===== src/rtl/bcd_timer_ctrl.sv =====
// ---------------------------------------------------------------------------
// bcd_timer_ctrl
//
// Parametrised BCD timekeeping core: stopwatch (count up) or countdown
// (count down) over NUM_FIELDS two-digit BCD fields. Field 0 is seconds,
// fields 1..NUM_FIELDS-2 run 0-59, and the top field runs 0..TOP_MAX.
// Fields can be set one at a time in adjust mode, using a cursor.
// Consumes single-cycle strobes only; contains no dividers.
//
// Parameters
//   NUM_FIELDS  number of two-digit fields (2..4)
//   TOP_MAX     maximum value of the top field (1..99)
//   WRAP_UP     1: up-count overflow wraps to zero
//               0: up-count saturates at all-max and stops
//
// Ports
//   clk        in   system clock, rising edge
//   rst        in   synchronous active-high reset
//   tick       in   1 Hz count strobe
//   mode       in   0 = count up, 1 = count down
//   run_tgl    in   run/stop toggle pulse
//   adj        in   adjust-mode level
//   cur_next   in   advance the adjust cursor
//   inc, dec   in   step the field under the cursor
//   alarm_ack  in   clear a pending alarm
//   digits     out  BCD fields; field f occupies [8f+7:8f]
//   cursor     out  field selected for adjust
//   running    out  counting active
//   alarm      out  countdown reached zero, not yet acknowledged
//   zero       out  combinational: all digits are zero
//
// Build option
//   BCD_TIMER_ALARM_EN  when defined, countdown expiry enters an ALARM state
//                       that holds until alarm_ack or adj. When undefined,
//                       expiry returns to STOP, alarm is tied 0 and
//                       alarm_ack is ignored.
// ---------------------------------------------------------------------------
module bcd_timer_ctrl #(
   parameter int NUM_FIELDS = 2,
   parameter int TOP_MAX    = 59,
   parameter int WRAP_UP    = 1
) (
   input  logic                                  clk,
   input  logic                                  rst,
   input  logic                                  tick,
   input  logic                                  mode,
   input  logic                                  run_tgl,
   input  logic                                  adj,
   input  logic                                  cur_next,
   input  logic                                  inc,
   input  logic                                  dec,
   input  logic                                  alarm_ack,
   output logic [8*NUM_FIELDS-1:0]               digits,
   output logic [((NUM_FIELDS > 1) ? $clog2(NUM_FIELDS) : 1)-1:0] cursor,
   output logic                                  running,
   output logic                                  alarm,
   output logic                                  zero
);

   localparam int unsigned NF = NUM_FIELDS;
   localparam int          CW = (NUM_FIELDS > 1) ? $clog2(NUM_FIELDS) : 1;
   localparam int          DW = 8 * NUM_FIELDS;

   typedef enum logic [1:0] {
      ST_STOP = 2'd0,
      ST_RUN  = 2'd1,
      ST_ADJ  = 2'd2
`ifdef BCD_TIMER_ALARM_EN
      ,
      ST_ALARM = 2'd3
`endif
   } state_t;

`ifdef BCD_TIMER_ALARM_EN
   localparam state_t ST_EXPIRE = ST_ALARM;
`else
   localparam state_t ST_EXPIRE = ST_STOP;
`endif

   // Binary value (0..99) to two BCD digits.
   function automatic logic [7:0] to_bcd(input int unsigned v);
      return {4'(v / 10), 4'(v % 10)};
   endfunction

   // Maximum BCD value of field f.
   function automatic logic [7:0] fmax(input int unsigned f);
      return (f == NF - 1) ? to_bcd(unsigned'(TOP_MAX)) : 8'h59;
   endfunction

   function automatic logic [7:0] bcd_inc(input logic [7:0] v, input logic [7:0] mx);
      if (v == mx)
         return 8'h00;
      else if (v[3:0] == 4'd9)
         return {v[7:4] + 4'd1, 4'd0};
      else
         return {v[7:4], v[3:0] + 4'd1};
   endfunction

   function automatic logic [7:0] bcd_dec(input logic [7:0] v, input logic [7:0] mx);
      if (v == 8'h00)
         return mx;
      else if (v[3:0] == 4'd0)
         return {v[7:4] - 4'd1, 4'd9};
      else
         return {v[7:4], v[3:0] - 4'd1};
   endfunction

   state_t          state, state_nx;
   logic [DW-1:0]   digits_nx;
   logic [CW-1:0]   cursor_nx;
   logic [DW-1:0]   up_val, dn_val;
   logic            up_ovf, borrow;
   logic            dn_zero;

   assign zero = (digits == '0);

`ifndef BCD_TIMER_ALARM_EN
   logic unused_alarm_ack;
   assign unused_alarm_ack = alarm_ack;
`endif

   // Full-width successor/predecessor with ripple across fields. A field only
   // steps when every lower field rolled over; up_ovf means all were at max.
   always_comb begin
      up_val = digits;
      dn_val = digits;
      up_ovf = 1'b1;
      borrow = 1'b1;
      for (int unsigned f = 0; f < NF; f++) begin
         if (up_ovf) begin
            up_val[8*f +: 8] = bcd_inc(digits[8*f +: 8], fmax(f));
            up_ovf = (digits[8*f +: 8] == fmax(f));
         end
         if (borrow) begin
            dn_val[8*f +: 8] = bcd_dec(digits[8*f +: 8], fmax(f));
            borrow = (digits[8*f +: 8] == 8'h00);
         end
      end
      dn_zero = (dn_val == '0);
   end

   always_comb begin
      state_nx  = state;
      digits_nx = digits;
      cursor_nx = cursor;
      unique case (state)
         ST_STOP: begin
            if (adj)
               state_nx = ST_ADJ;
            else if (run_tgl && !(mode && zero))
               state_nx = ST_RUN;
         end
         ST_RUN: begin
            if (adj)
               state_nx = ST_ADJ;
            else if (run_tgl)
               state_nx = ST_STOP;
            else if (tick) begin
               if (!mode) begin
                  if (up_ovf && (WRAP_UP == 0))
                     state_nx = ST_STOP;
                  else
                     digits_nx = up_val;
               end else begin
                  // A tick at zero (mode flipped mid-run) expires without
                  // touching the digits.
                  if (zero)
                     state_nx = ST_EXPIRE;
                  else begin
                     digits_nx = dn_val;
                     if (dn_zero)
                        state_nx = ST_EXPIRE;
                  end
               end
            end
         end
         ST_ADJ: begin
            if (!adj)
               state_nx = ST_STOP;
            else begin
               for (int unsigned f = 0; f < NF; f++) begin
                  if (CW'(f) == cursor) begin
                     if (inc && !dec)
                        digits_nx[8*f +: 8] = bcd_inc(digits[8*f +: 8], fmax(f));
                     else if (dec && !inc)
                        digits_nx[8*f +: 8] = bcd_dec(digits[8*f +: 8], fmax(f));
                  end
               end
               if (cur_next)
                  cursor_nx = (cursor == CW'(NF - 1)) ? '0 : cursor + 1'b1;
            end
         end
`ifdef BCD_TIMER_ALARM_EN
         ST_ALARM: begin
            if (adj)
               state_nx = ST_ADJ;
            else if (alarm_ack)
               state_nx = ST_STOP;
         end
`endif
         default: state_nx = ST_STOP;
      endcase
   end

   always_ff @(posedge clk) begin
      if (rst) begin
         state   <= ST_STOP;
         digits  <= '0;
         cursor  <= '0;
         running <= 1'b0;
      end else begin
         state   <= state_nx;
         digits  <= digits_nx;
         cursor  <= cursor_nx;
         running <= (state_nx == ST_RUN);
      end
   end

`ifdef BCD_TIMER_ALARM_EN
   always_ff @(posedge clk) begin
      if (rst)
         alarm <= 1'b0;
      else
         alarm <= (state_nx == ST_ALARM);
   end
`else
   assign alarm = 1'b0;
`endif

endmodule


===== config.mk =====
export PLATFORM = sky130hd
export DESIGN_NAME = bcd_timer_ctrl
export DESIGN_NICKNAME = d
export VERILOG_FILES = /design/src/rtl/bcd_timer_ctrl.sv
export SDC_FILE = /design/constraint.sdc
export NUM_CORES = 1
export LEC_CHECK = 0
export ABC_CLOCK_PERIOD_IN_PS = 3320
export CORE_UTILIZATION = 55
export CTS_CLUSTER_DIAMETER = 120
export DETAILED_ROUTE_END_ITERATION = 16
export GPL_TIMING_DRIVEN = 0
export PLACE_DENSITY = 0.83
export SYNTH_ARGS = -nofsm -noshare
export SYNTH_HDL_FRONTEND = slang
export SYNTH_SLANG_ARGS = --single-unit

===== constraint.sdc =====
create_clock -name clk -period 3.32 [get_ports clk]
set_input_delay 0.498 -clock clk [delete_from_list [all_inputs] [get_ports clk]]
set_output_delay 0.498 -clock clk [all_outputs]
set_load 0.05 [all_outputs]

-- Word-level counts from Yosys, hierarchy flattened
Index checks and enable logic that the tools add are counted.
- word-level logic and storage cells: 82
- bits in registers: 20
- multiplexer cells: 34
- eq/ne operators: 16
- $add $sub $neg: 9
- reductions and logical operators: 18
- operator list (kind ; count):
    $mux W8 ; 16
    $mux W16 ; 6
    $logic_not A16 Y1 ; 2
    $pmux W16 S2 ; 1
    $mux W2 ; 9
    $add A4 B1 Y4 const B ; 4
    $eq A8 B7 Y1 const B ; 2
    $logic_not A8 Y1 ; 2
    $sub A4 B1 Y4 const B ; 4
    $ne A2 B2 Y1 const B ; 6
    $ne A3 B3 Y1 const B ; 3
    $reduce_and A9 Y1 ; 1
    $eq A4 B4 Y1 const B ; 2
    $logic_not A4 Y1 ; 2
    $reduce_and A8 Y1 ; 1
    $pmux W2 S3 ; 1
    $eq A2 B1 Y1 const B ; 2
    $logic_and A1 B1 Y1 ; 4
    $logic_not A1 Y1 ; 3
    $reduce_and A3 Y1 ; 1
    $eq A2 B2 Y1 const B ; 1
    $logic_not A2 Y1 ; 1
    $reduce_bool A2 Y1 ; 1
    $add A1 B1 Y1 const B ; 1
    $mux W1 ; 1

-- Logic depth before layout (Yosys ltp)
Gate-level depths: netlist of run 1.
- word-level depth: 13
- gate-level depth with buffers: 10
- mapped depth without buffers: 8

-- Worst setup path after synthesis of run 1
No wires, ideal clock.
- kind: reg2out
- from: register digits[8]
- to: output zero
- path slack: 587 ps
- stages on the path, launching flop included: 7
- data required time: 2822 ps
- arrival: 2235 ps
- cell sequence: dfxtp_1 > clkbuf_1 > inv_1 > ha_1 > nor3b_1 > and3_1 > and2_1
- cells in the longest elaborated chain, start to end: 1
- RTL lines (what ; RTL line ; source):
    start: declaration ; 53 ; output logic [8*NUM_FIELDS-1:0] digits,
    start signal: assignment ; 213 ; digits <= digits_nx;
    $logic_not A16 Y1 ; 115 ; assign zero = (digits == '0);
    end: declaration ; 57 ; output logic zero
No other way between the ends.

-- Worst setup path after layout of run 1
Same ends and word-level chain as after synthesis.

==> results of run 1 <==
-- sequential cells by signal (all words and copies together) (netlist names) --
signal   cells
running      1
cursor       1
digits      16
state        2
-- how the worst min path moves through the flow --
stage	start	to	slack (ns)
2_1_floorplan	state[1]	state[1]	0.54
3_3_place_gp	state[1]	state[1]	0.56
3_5_place_dp	state[1]	state[1]	0.58
4_1_cts	digits[7]	digits[7]	0.60
5_1_grt	digits[13]	digits[13]	0.64
6_report	digits[13]	digits[13]	0.61
-- cells in the final DEF, fill, tap and decap left out, drive strengths merged, types with 2 or more instances in the layout --
cell,netlist,layout
nand2,33,33
nor3b,4,4
o22a,2,2
clkdlybuf4s50,0,25
nor2b,3,3
a31oi,3,3
nand2b,6,6
o22ai,6,6
a211oi,2,2
nand3,9,9
nand3b,2,2
dfxtp,20,20
or4,2,2
buf,11,11
nor2,23,23
clkbuf,5,9
o211ai,2,2
and3b,2,2
a311oi,3,3
a221oi,4,4
nor4b,3,3
mux2i,5,5
nor3,3,3
and3,2,2
mux2,3,3
inv,14,14
nor4,2,2
o311ai,3,3
a31o,2,2
a21oi,23,23
or3,2,2
ha,12,12
xnor2,4,4
o21a,2,2
nand4,9,9
o21ai,22,22
and2,2,2
-- power breakdown --
part / switching [mW] / total, mW / leakage, nW / internal, mW
Clock: 0.0880 / 0.155 / 0.0210 / 0.0672
Sequential: 0.0167 / 0.266 / 0.162 / 0.249
Combinational: 0.198 / 0.315 / 0.693 / 0.118
Total: 0.302 / 0.737 / 0.876 / 0.434
-- metrics by stage --
step	hold WS, ns	cell area, um^2	instances
2_1_floorplan	0.5392	1962	269
4_1_cts	0.6007	2326	345
5_1_grt	0.6402	2326	345
6_report	0.6093	2326	345
3_5_place_dp	0.5760	2280	341
3_3_place_gp	0.5636	2280	341
-- per-layer routing --
layer / share of wire (%) / GRT usage (%)
met5: 0 / 0
met4: 2.0 / 14.60
met3: 6.2 / 4.555
met2: 48 / 51.15
met1: 44 / 37.28
-- what timing repair did --
item / 4_1_cts / 5_1_grt
setup endpoints to repair: 1 / 0
hold buffers: 0 / 0
gates resized for setup: 3 / 0
-- synth_stat cells, drive strengths merged, types with 5 or more instances --
| library cell | instances | area share (%) |
|---|---|---|
| inv | 14 | 2.7 |
| o22ai | 6 | 1.9 |
| buf | 11 | 3.6 |
| mux2i | 5 | 2.7 |
| ha | 12 | 7.7 |
| nor2 | 23 | 4.4 |
| o21ai | 22 | 5.6 |
| nand3 | 9 | 2.6 |
| dfxtp | 20 | 20 |
| a21oi | 23 | 5.9 |
| nand4 | 9 | 2.9 |
| clkbuf | 5 | 0.96 |
| nand2 | 33 | 6.3 |
| nand2b | 6 | 1.9 |
-- kinds of logic (layout without fill, tap and decap cells) --
kind of cell,Yosys count,after routing
compound gates,83,83
simple gates,110,110
other cells,1,1
flops,20,20
buf+inv,30,60
mux,8,8
fa+ha+maj,12,12
xor+xnor,5,5
-- cell type report --
| class | instances | area share (%) |
|---|---|---|
| inverters | 14 | 2.259 |
| clock buffers | 4 | 1.560 |
| multi-input cells | 219 | 61.54 |
| plain buffers | 16 | 3.819 |
| well taps | 46 | 2.474 |
| repair buffers | 26 | 11.14 |
| flip-flops and latches | 20 | 17.21 |
-- worst max-delay path, stage by stage, from the launching register on --
cell and delay, ns:
dfxtp_1 0.36, clkbuf_1 0.20, inv_1 0.15, ha_1 0.26
nor3b_4 0.40, and3_1 0.29, and2_1 0.14, dlygate4sd2_1 0.52
==> flow_summary.ini, run 1 <==
[status]
status = completed

[grt]
antenna_found_initial = 0
grt_pass1_wl_um = 8452
grt_max_degree = 12
gr-total-overflow = 0
grtUsageTotal_pct = 30.13
grt_pass1_vias = 1898

[timing]
fin_ws_ns = 0.1694
setup_viol = 0
rsz0062_at_grt = false
finalClockSkew_ns = 0.002357
hold_viol = 0
maxSlewViolCount = 0
timing.fmax_mhz = 317.4
finalSetupTns_ns = 0
slew_headroom_pct = 47.40
tightest_slew_ns = 0.7853
period_share_pct = 94.90
layout_min_cycle_time_ns = 3.151

[clock_network]
post_cts_buffers = 0
cts_made_buffers = 3
clock_latency_ns = 0.32
cts.sinks = 20
htree_levels = 1
path_clk_slew_ns = 0.12
clockRootBuffer = clkbuf_4
cts_tree = built
clockBufferDepth = 2

[layout]
diodes = 0
nets = 322
final_core_util_pct = 68.62
register_area_um2 = 400.4
nFillCells = 316
syn_to_final_growth_pct = 18.56
multi_input_area_mm2 = 0.001431
drive_above_1_share_pct = 9.030

[logic_synthesis]
synth_top_family_by_area = simple AND/OR/NAND/NOR gates
synth_nets = 291
syn_avg_cell_area_um2 = 7.293
synth-simple-area-share_pct = 30.68
ys_types = 59
yosys.area_share.xor_xnor_pct = 2.232
synth-seq-area-share_pct = 20.41
synth_ff_type = dfxtp_1
synth_compound_area_share_pct = 27.17
ys_async_sr_fraction_pct = 0
ys_ff_latch = 20
synthMuxAreaShare_pct = 4.464
syn_area_mm2 = 0.001962
synth_fa_ha_area_share_pct = 7.653
synth_edf_count = 0
synth-warning-count = 0
synthCells = 269

[setup_path]
worstPathArrival_ns = 2.65
crit_required_ns = 2.82
end_kind = output pin
crit_path_end = zero
setup.worst_path.start = digits[8]
crit_fanout = 8
timing.rr.end = digits[13]
cp-start-kind = flop
r2r-start = digits[8]
r2r_cells = 9
path_class = flop to output pin
ff2ff_setup_slack_ns = 0.65

[power]
finalPower_mw = 0.7366
peakVddDrop_uv = 207.4
p_per_area_mw_per_mm2 = 316.7
leakagePower_nw = 0.8762

[die]
dieArea_mm2 = 0.003810
dieHeight_um = 61.73
initial_utilization_pct = 57.88
io_pins = 30
core_area_mm2 = 0.003390
dieWidth_um = 61.73
num_rows = 21

[hold_path]
whs_path_depth = 2
worstHoldPathType = flop to flop

[route]
detail_route.iter0.violations = 303
vias = 2116
first_pass_iters = 6
wire_per_inst_um = 15.72
viasPerCell = 6.133
drt-total-wl_um = 5422
drc = 0
postRouteAntennaNets = 0

[placement]
globalplace.congestion = 0.9428
post-place-ws_ns = -0.1198
dp_hpwl_um = 3880
port_buffers = 26

[job]
drv_cap = 0
Power figures use the tool's default switching activity.
==> inputs of run 2 (changes only) <==
--- a/config.mk
+++ b/config.mk
@@ -5,12 +5,15 @@
 export SDC_FILE = /design/constraint.sdc
 export NUM_CORES = 1
 export LEC_CHECK = 0
+export ABC_AREA = 1
 export ABC_CLOCK_PERIOD_IN_PS = 3320
 export CORE_UTILIZATION = 55
 export CTS_CLUSTER_DIAMETER = 120
 export DETAILED_ROUTE_END_ITERATION = 16
 export GPL_TIMING_DRIVEN = 0
 export PLACE_DENSITY = 0.83
+export REMOVE_ABC_BUFFERS = 1
 export SYNTH_ARGS = -nofsm -noshare
 export SYNTH_HDL_FRONTEND = slang
 export SYNTH_SLANG_ARGS = --single-unit
+export TNS_END_PERCENT = 10
==> flow_summary.ini, run 2 <==
[status]
status = completed

[hold_path]
worstHoldPathType = flop to flop
min_from = state[1]

[timing]
timing.fmax_mhz = 337.2
finalClockSkew_ns = 0.005012
hold_viol = 0
finalSetupTns_ns = 0
rsz0062_at_grt = false
setup_viol = 0
period_share_pct = 89.32
tightest_slew_ns = 0.5139
layout_min_cycle_time_ns = 2.965
maxSlewViolCount = 0
slew_headroom_pct = 65.63

[die]
dieWidth_um = 62.75
io_pins = 30
num_rows = 21
core_area_mm2 = 0.003442
dieHeight_um = 62.75
initial_utilization_pct = 58.96
dieArea_mm2 = 0.003937

[clock_network]
cts_resized = 0
htree_levels = 1
path_clk_slew_ns = 0.08
cts_tree = built
ctsHoldBuffers = 0
clock_latency_ns = 0.26
cts.sinks = 20
clockRootBuffer = clkbuf_8
clockBufferDepth = 2
post_cts_buffers = 0
cts_made_buffers = 3

[logic_synthesis]
synth_area_leaders = dfxtp_1 (20%), nand2_1 (14%), nand3_1 (7.6%)
ys_ff_latch = 20
synth-warning-count = 0
netlist.area_leader.share_pct = 19.73
synth_edf_count = 0
synth-seq-area-share_pct = 19.73
syn_area_mm2 = 0.002029
synth_commonest_cells = nand2_1 (73), inv_1 (31), nand3_1 (31)
synth_top_area_cell = dfxtp_1
ys_async_sr_fraction_pct = 0
synthCells = 320
ys_types = 42
synth_ff_type = dfxtp_1
syn_avg_cell_area_um2 = 6.342
synth_most_common_cell = nand2_1

[setup_path]
setup.worst_path.start = digits[4]
worstPathArrival_ns = 2.47
cp-start-kind = flop
crit_required_ns = 2.82
r2r-start = digits[8]
crit_family = buffers and inverters
end_kind = output pin
path_cells = inv_1 > ha_1 > nand3_1 > nor2_4 > nand2_4 > clkinv_2 > clkdlybuf4s50_1
crit_fanout = 9
critPathMaxStageDelay_ns = 0.80
cp_num_buf_inv = 3
path_class = flop to output pin
crit_slowest_cell = clkdlybuf4s50_1

[layout]
top_regs = digits: 16 flops, state: 2 flops
multi_input_area_mm2 = 0.001406
register_area_um2 = 400.4
nets = 365
drive_above_1_share_pct = 10.82
top_register = digits
layout_commonest_cell = nand2_1
nFillCells = 313
largest_reg_flops = 16
layout_common_cells = nand2_1 (73), inv_1 (31), nand3_1 (31)
diodes = 0
syn_to_final_growth_pct = 15.78

[placement]
port_buffers = 27
globalplace.congestion = 0.8916
dp_hpwl_um = 3700

[route]
vias = 2200
wire_per_inst_um = 12.81
postRouteAntennaNets = 0
drc = 0
detail_route.iter0.violations = 173
drt-total-wl_um = 4972
viasPerCell = 5.670
first_pass_iters = 5

[grt]
met3_usage_pct = 5.657
grt_pass1_vias = 1982
grtUsageTotal_pct = 27.18
grt_util_met1_pct = 36.47
grt_max_degree = 16
grt-busiest-layer = met2
use_met2_pct = 44.57
grt_pass1_wl_um = 8728
antenna_found_initial = 0
gr-total-overflow = 0

[power]
finalPower_mw = 1.075
leakagePower_nw = 1.045
p_per_area_mw_per_mm2 = 457.3
peakVddDrop_uv = 217.4

[job]
drv_cap = 0
==> run 2: cell types whose count changed after synthesis, sizes merged, moves of 4 or more <==
cell,delta
o21ai,+7
nand2,+50
nand2b,-6
mux2i,-5
inv,+26
nand3,+26
nor2,+7
o22ai,-4
buf,-4
xor2,+4
nand4,-5
xnor2,-4
==> run 2: final timing paths <==
check | slack, ns | cells after the start | end
min reg2reg | 0.52 | 1 | state[1]
max | 0.35 | 7 | zero
max reg2reg | 1.13 | 15 | running
min | 0.52 | 1 | state[1]
==> run 2: cells by family (layout without fill, tap and decap cells) <==
kind of cell	after synthesis	in the layout	synth area share [%]
and+or+nand+nor	162	162	40.07
AOI/OAI and AO/OA	70	70	19.48
buffers and inverters	50	72	10.97
DFF	20	20	19.73
adders and majority gates	12	12	7.398
xor gates and xnor gates	5	5	2.158
other	1	1	0.1848
==> run 2: stage by stage <==
step	hold WS [ns]	area [um^2]	setup WS, ns	cells	util (%)
global route	0.5535	2350	0.2308	388	68.27
floorplan	0.4770	1967	1.012	311	-
finish	0.5239	2350	0.3545	388	68.27
detailed placement	0.5186	2295	0.6865	384	66.67
CTS	0.5302	2350	0.3532	388	68.27
global placement	0.5118	2295	0.6671	384	66.67
==> run 2: layout make-up <==
type                       count  share of cell area (%)
timing repair buffer          27                   11.50
sequential                    20                   17.04
multi-input combinational    250                   59.85
clock buffer                   4                   2.343
tap                           46                   2.449
inverter                      41                   6.816
==> run 2: per-layer routing <==
layer  vias up  part of all wire [%]
met4         0                  0.80
met2        93                    46
met1       989                    46
met3         7                   7.0
met5         -                     0
li1       1111                     -
==> run 2: power breakdown <==
part / total, mW / switching [mW] / internal (mW)
Sequential: 0.304 / 0.0417 / 0.262
Combinational: 0.580 / 0.391 / 0.189
Clock: 0.191 / 0.0849 / 0.106
